**src/rtl/stim_frame_serializer.sv**
```systemverilog
// Requests a stimulus word from the generator, packs it into a 40-bit frame and
// shifts it MSB-first on SCLK/SDATA, then strobes SLOAD so the chip latches it.
module stim_frame_serializer #(
  parameter int CLK_DIV   = 4,
  parameter int LOAD_WAIT = 3,
  parameter int GAP_CYC   = 8
) (
  input  logic        CLK,
  input  logic        RST,
  input  logic        ENABLE,
  input  logic        MODE,
  input  logic        BIAS_SEL,
  input  logic [6:0]  BIAS_AMP,
  input  logic [4:0]  ADDR,
  input  logic [7:0]  AMP0,
  input  logic [7:0]  AMP1,
  input  logic [7:0]  AMP2,
  input  logic [7:0]  AMP3,
  output logic        TX_START,
  output logic        SCLK,
  output logic        SDATA,
  output logic        SLOAD,
  output logic        BUSY,
  output logic [15:0] FRAME_CNT
);

  typedef enum logic [2:0] {S_IDLE, S_REQ, S_WAIT, S_SHIFT, S_LATCH, S_GAP} state_t;

  localparam logic [15:0] BIT_LAST  = 16'(2 * CLK_DIV - 1);
  localparam logic [15:0] SCLK_HI   = 16'(CLK_DIV);
  localparam logic [15:0] WAIT_LAST = 16'(LOAD_WAIT - 1);
  localparam logic [15:0] GAP_LAST  = 16'(GAP_CYC - 1);

  state_t      state_q, state_d;
  logic [15:0] cnt_q, cnt_d;
  logic [5:0]  bit_q, bit_d;
  logic [39:0] shreg_q, shreg_d;
  logic [15:0] frame_cnt_q, frame_cnt_d;
  logic        tx_start_q, tx_start_d;
  logic        sclk_q, sclk_d;
  logic        sdata_q, sdata_d;
  logic        sload_q, sload_d;
  logic        busy_q, busy_d;

  // Bit 0 carries even parity over the whole frame.
  function automatic logic [39:0] pack_frame(
    input logic       mode,
    input logic       bsel,
    input logic [6:0] bamp,
    input logic [4:0] addr,
    input logic [7:0] a0,
    input logic [7:0] a1,
    input logic [7:0] a2,
    input logic [7:0] a3
  );
    logic [39:0] f;
    if (mode) f = {1'b1, addr, a0, a1, a2, a3, 2'b00};
    else      f = {1'b0, bsel, bamp, 31'd0};
    f[0] = ^f[39:1];
    return f;
  endfunction

  always_comb begin
    state_d     = state_q;
    cnt_d       = cnt_q + 16'd1;
    bit_d       = bit_q;
    shreg_d     = shreg_q;
    frame_cnt_d = frame_cnt_q;
    case (state_q)
      S_IDLE: begin
        cnt_d = '0;
        if (ENABLE) state_d = S_REQ;
      end
      S_REQ: begin
        cnt_d   = '0;
        state_d = S_WAIT;
      end
      S_WAIT: begin
        if (cnt_q == WAIT_LAST) begin
          state_d = S_SHIFT;
          cnt_d   = '0;
          bit_d   = '0;
          shreg_d = pack_frame(MODE, BIAS_SEL, BIAS_AMP, ADDR, AMP0, AMP1, AMP2, AMP3);
        end
      end
      S_SHIFT: begin
        if (cnt_q == BIT_LAST) begin
          cnt_d = '0;
          if (bit_q == 6'd39) begin
            state_d     = S_LATCH;
            frame_cnt_d = frame_cnt_q + 16'd1;
          end else begin
            bit_d   = bit_q + 6'd1;
            shreg_d = {shreg_q[38:0], 1'b0};
          end
        end
      end
      S_LATCH: begin
        if (cnt_q == BIT_LAST) begin
          state_d = S_GAP;
          cnt_d   = '0;
        end
      end
      S_GAP: begin
        if (cnt_q == GAP_LAST) begin
          cnt_d   = '0;
          state_d = ENABLE ? S_REQ : S_IDLE;
        end
      end
      default: begin
        state_d = S_IDLE;
        cnt_d   = '0;
      end
    endcase

    // Outputs are registered from the next-state view so they align with the state.
    tx_start_d = (state_d == S_REQ);
    busy_d     = (state_d != S_IDLE);
    sload_d    = (state_d == S_LATCH);
    sclk_d     = (state_d == S_SHIFT) && (cnt_d >= SCLK_HI);
    sdata_d    = (state_d == S_SHIFT) && shreg_d[39];
  end

  always_ff @(posedge CLK) begin
    if (!RST) begin
      state_q     <= S_IDLE;
      cnt_q       <= '0;
      bit_q       <= '0;
      shreg_q     <= '0;
      frame_cnt_q <= '0;
      tx_start_q  <= 1'b0;
      sclk_q      <= 1'b0;
      sdata_q     <= 1'b0;
      sload_q     <= 1'b0;
      busy_q      <= 1'b0;
    end else begin
      state_q     <= state_d;
      cnt_q       <= cnt_d;
      bit_q       <= bit_d;
      shreg_q     <= shreg_d;
      frame_cnt_q <= frame_cnt_d;
      tx_start_q  <= tx_start_d;
      sclk_q      <= sclk_d;
      sdata_q     <= sdata_d;
      sload_q     <= sload_d;
      busy_q      <= busy_d;
    end
  end

  assign TX_START  = tx_start_q;
  assign SCLK      = sclk_q;
  assign SDATA     = sdata_q;
  assign SLOAD     = sload_q;
  assign BUSY      = busy_q;
  assign FRAME_CNT = frame_cnt_q;

endmodule

```
**config.mk**
```make
export PLATFORM = sky130hd
export DESIGN_NAME = stim_frame_serializer
export DESIGN_NICKNAME = d
export VERILOG_FILES = /design/src/rtl/stim_frame_serializer.sv
export SDC_FILE = /design/constraint.sdc
export NUM_CORES = 1
export LEC_CHECK = 0
export BUFFER_PORTS_ARGS = -buffer_cell sky130_fd_sc_hd__clkbuf_2
export CAP_MARGIN = 20
export CORE_UTILIZATION = 62
export DETAILED_ROUTE_END_ITERATION = 8
export PLACE_DENSITY = 0.86
export RECOVER_POWER = 100
export SYNTH_ARGS = -nofsm -noshare
export SYNTH_HDL_FRONTEND = slang
export SYNTH_SLANG_ARGS = --single-unit
```
**constraint.sdc**
```tcl
create_clock -name CLK -period 6.2 [get_ports CLK]
set_input_delay 1.24 -clock CLK [delete_from_list [all_inputs] [get_ports CLK]]
set_output_delay 1.24 -clock CLK [all_outputs]
set_load 0.005 [all_outputs]
```
==> flow_summary.toml <==
[finish]
finalNetCount = 603
area_delta_synth_final_pct = 6.59
drive_gt1_share_pct = 18.7
antenna_cells = 0
fin_cells = 654
fin_util_pct = 68.2

[sta]
worst_pin_slew_ns = 1.86
min_period_ns = 3.81
final-max-slew-violation-count = 45
timing.fmax_ghz = 0.262
setup_viol = 0
relSlewSlack_pct = -23.8
setup_tns_ns = 0
hold_viol = 0
rsz0062_at_grt = "false"
whs_ns = 0.459
fin_crit_sh_pct = 61.5
fin_skew_ns = 0.0121

[outcome]
failed_checks = "max-capacitance violations, max-slew violations"
outcome = "finished, violations left"

[clock_tree]
numCtsBuffers = 9
clock_sinks = 86
clk_latency_ns = 0.35
cts_root_buffer = "clkbuf_8"
cts.path.max_buffers = 2
hold_buffers = 0
cts_setup_buffers = 0
cts_resized = 0
tritoncts = "done"
htree_levels = 3
path_clk_slew_ns = 0.09

[worst_setup_path]
reg2reg_from = "cnt_q[1]$_SDFF_PN0_"
worstPathCellList = "ha_1 -> or4b_1 -> nor4b_1 -> and2_0 -> o21ai_0 -> clkbuf_1 -> or3_1 -> a21oi_1"
crit_type = "register to register"
cp_num_buf_inv = 1
worstPathMaxFanout = 44
cp_top_family = "simple AND/OR/NAND/NOR gates"
reg2reg_depth = 8
cp-end-kind = "register"
cp.required_ns = 6.49
crit_path_max_incr_delay_ns = 0.74
cp-start-kind = "register"
cp_num_cells = 8
arrival_ns = 4.10
critPathSlowestCell = "clkbuf_1"
startpoint = "cnt_q[1]$_SDFF_PN0_"

[routing]
vias = 3732
drc = 0
initialDrtViolationCount = 197
routedWlPerCell_um = 15.1
routed_via_density = 5.71
routed_wl_mm = 9.85
first_pass_iters = 5
ant_nets = 0

[global_routing]
grt_start_max_net_pins = 45
grt_pass1_vias = 3439
antenna_found_initial = 0
grt_use_total_pct = 26.2
grt_pass1_wl_mm = 16.0
grt_overflow_total = 0

[logic_synthesis]
synthFlopType = "dfxtp_1"
synth_edf_count = 0
synthTopCellsByArea = "dfxtp_1, xnor2_1, a21oi_2, a22oi_1, nand2_1"
synth_common_cells = "dfxtp_1, nand2_1, xnor2_1"
ys_async_sr_fraction_pct = 0
synth_area_sq_mm = 0.00462
yosysWarnings = 0
synth_top_area_share_pct = 37.3
syn_avg_cell_area_sq_um = 9.31
synth_seq_area_share_pct = 37.3
yosysMostFrequentCell = "dfxtp_1"
yosys.cell_types.count = 59
synth.largest_area_cell = "dfxtp_1"
synth-seq-cells = 86
syn_inst = 496
synth_nets = 549

[floorplan]
row_count = 31
die_area_sq_mm = 0.00780
pin_count = 70
placeableCoreArea_sq_mm = 0.00721
die_y_um = 88.3
die_w_um = 88.3
initial_utilization_pct = 64.0

[place]
place_hpwl_mm = 6.93
place_congestion = 0.801
place_inst = 638
io_buffer_count = 69

[min_path]
whs_path_depth = 2
hold_path_class = "register to register"
min_from = "shreg_q[11]$_SDFFE_PN0P_"

[flow_run]
max-cap-violations = 1

[power_and_ir_drop]
power_mw = 1.10
p_leak_nw = 1.71
vdd_drop_max_v = 0.000104
power.density_mw_per_mm2 = 224
[report_power, final]
| group | switching (mW) | internal [mW] | leakage, nW | total (mW) |
|---|---|---|---|---|
| clock network | 0.213 | 0.191 | 0.0968 | 0.405 |
| logic | 0.0642 | 0.0719 | 0.922 | 0.136 |
| registers | 0.00420 | 0.555 | 0.693 | 0.559 |
[tightest hold or removal path, delay by kind of cell (launching register included)]
kind	cells	cell delay, ns
and+or+nand+nor	1	0.05
DFF	1	0.32
AOI/OAI and AO/OA	1	0.05
[sequential cells by signal (all words and copies together) (netlist names)]
name	count
cnt_q	16
state_q	3
SLOAD	1
FRAME_CNT	16
bit_q	6
shreg_q	40
TX_START	1
SCLK	1
SDATA	1
BUSY	1
[cells by family after synthesis]
family                     count (synthesis)  share of synthesized area, %
xor gates and xnor gates                  69                          14.3
buffers and inverters                     37                          5.85
muxes                                     11                          2.60
adders and majority gates                  4                          1.08
AOI/OAI and AO/OA                        105                          17.4
and+or+nand+nor                          184                          21.5
DFF                                       86                          37.3
[through the flow]
step           cell area [sq um]  setup WS (ns)
2_1_floorplan               4620           3.69
3_3_place_gp                4870           3.49
3_5_place_dp                4870           3.47
4_1_cts                     5070           3.57
5_1_grt                     4920           2.03
6_report                    4920           2.39
[cell type report]
type,count,area (sq um)
clock inverters,7,80.1
clock buffers,9,124
well taps,99,124
repair buffers,72,340
fillers,619,2290
flip-flops and latches,86,1720
inverters,8,30.0
multi-input cells,373,2500
[metal layers]
| metal | routed length, um | track usage, % | vias to the layer above |
|---|---|---|---|
| met5 | 0 | 0 | - |
| met3 | 395 | 5.13 | 10 |
| met4 | 98 | 8.21 | 0 |
| met1 | 4450 | 34.5 | 1786 |
| met2 | 4910 | 43.5 | 81 |
| li1 | - | - | 1855 |
[cell usage in the layout (no fill, tap or decap), drive strengths merged, types with 9 or more instances in the layout]
| cell type | count |
|---|---|
| a22oi | 38 |
| and3 | 9 |
| nand4 | 12 |
| inv | 11 |
| nand3 | 13 |
| xnor2 | 48 |
| dfxtp | 86 |
| nor4 | 9 |
| nand2 | 60 |
| xor2 | 17 |
| a21oi | 47 |
| clkbuf | 79 |
| nor2 | 45 |
[final timing paths]
kind	slack [ns]	end
hold reg to reg	0.46	shreg_q[11]$_SDFFE_PN0P_
setup / recovery	2.39	bit_q[5]$_SDFFE_PN0P_
hold / removal	0.46	shreg_q[11]$_SDFFE_PN0P_
setup reg to reg	2.39	bit_q[5]$_SDFFE_PN0P_
No activity file was read; power rests on OpenSTA's default activity.
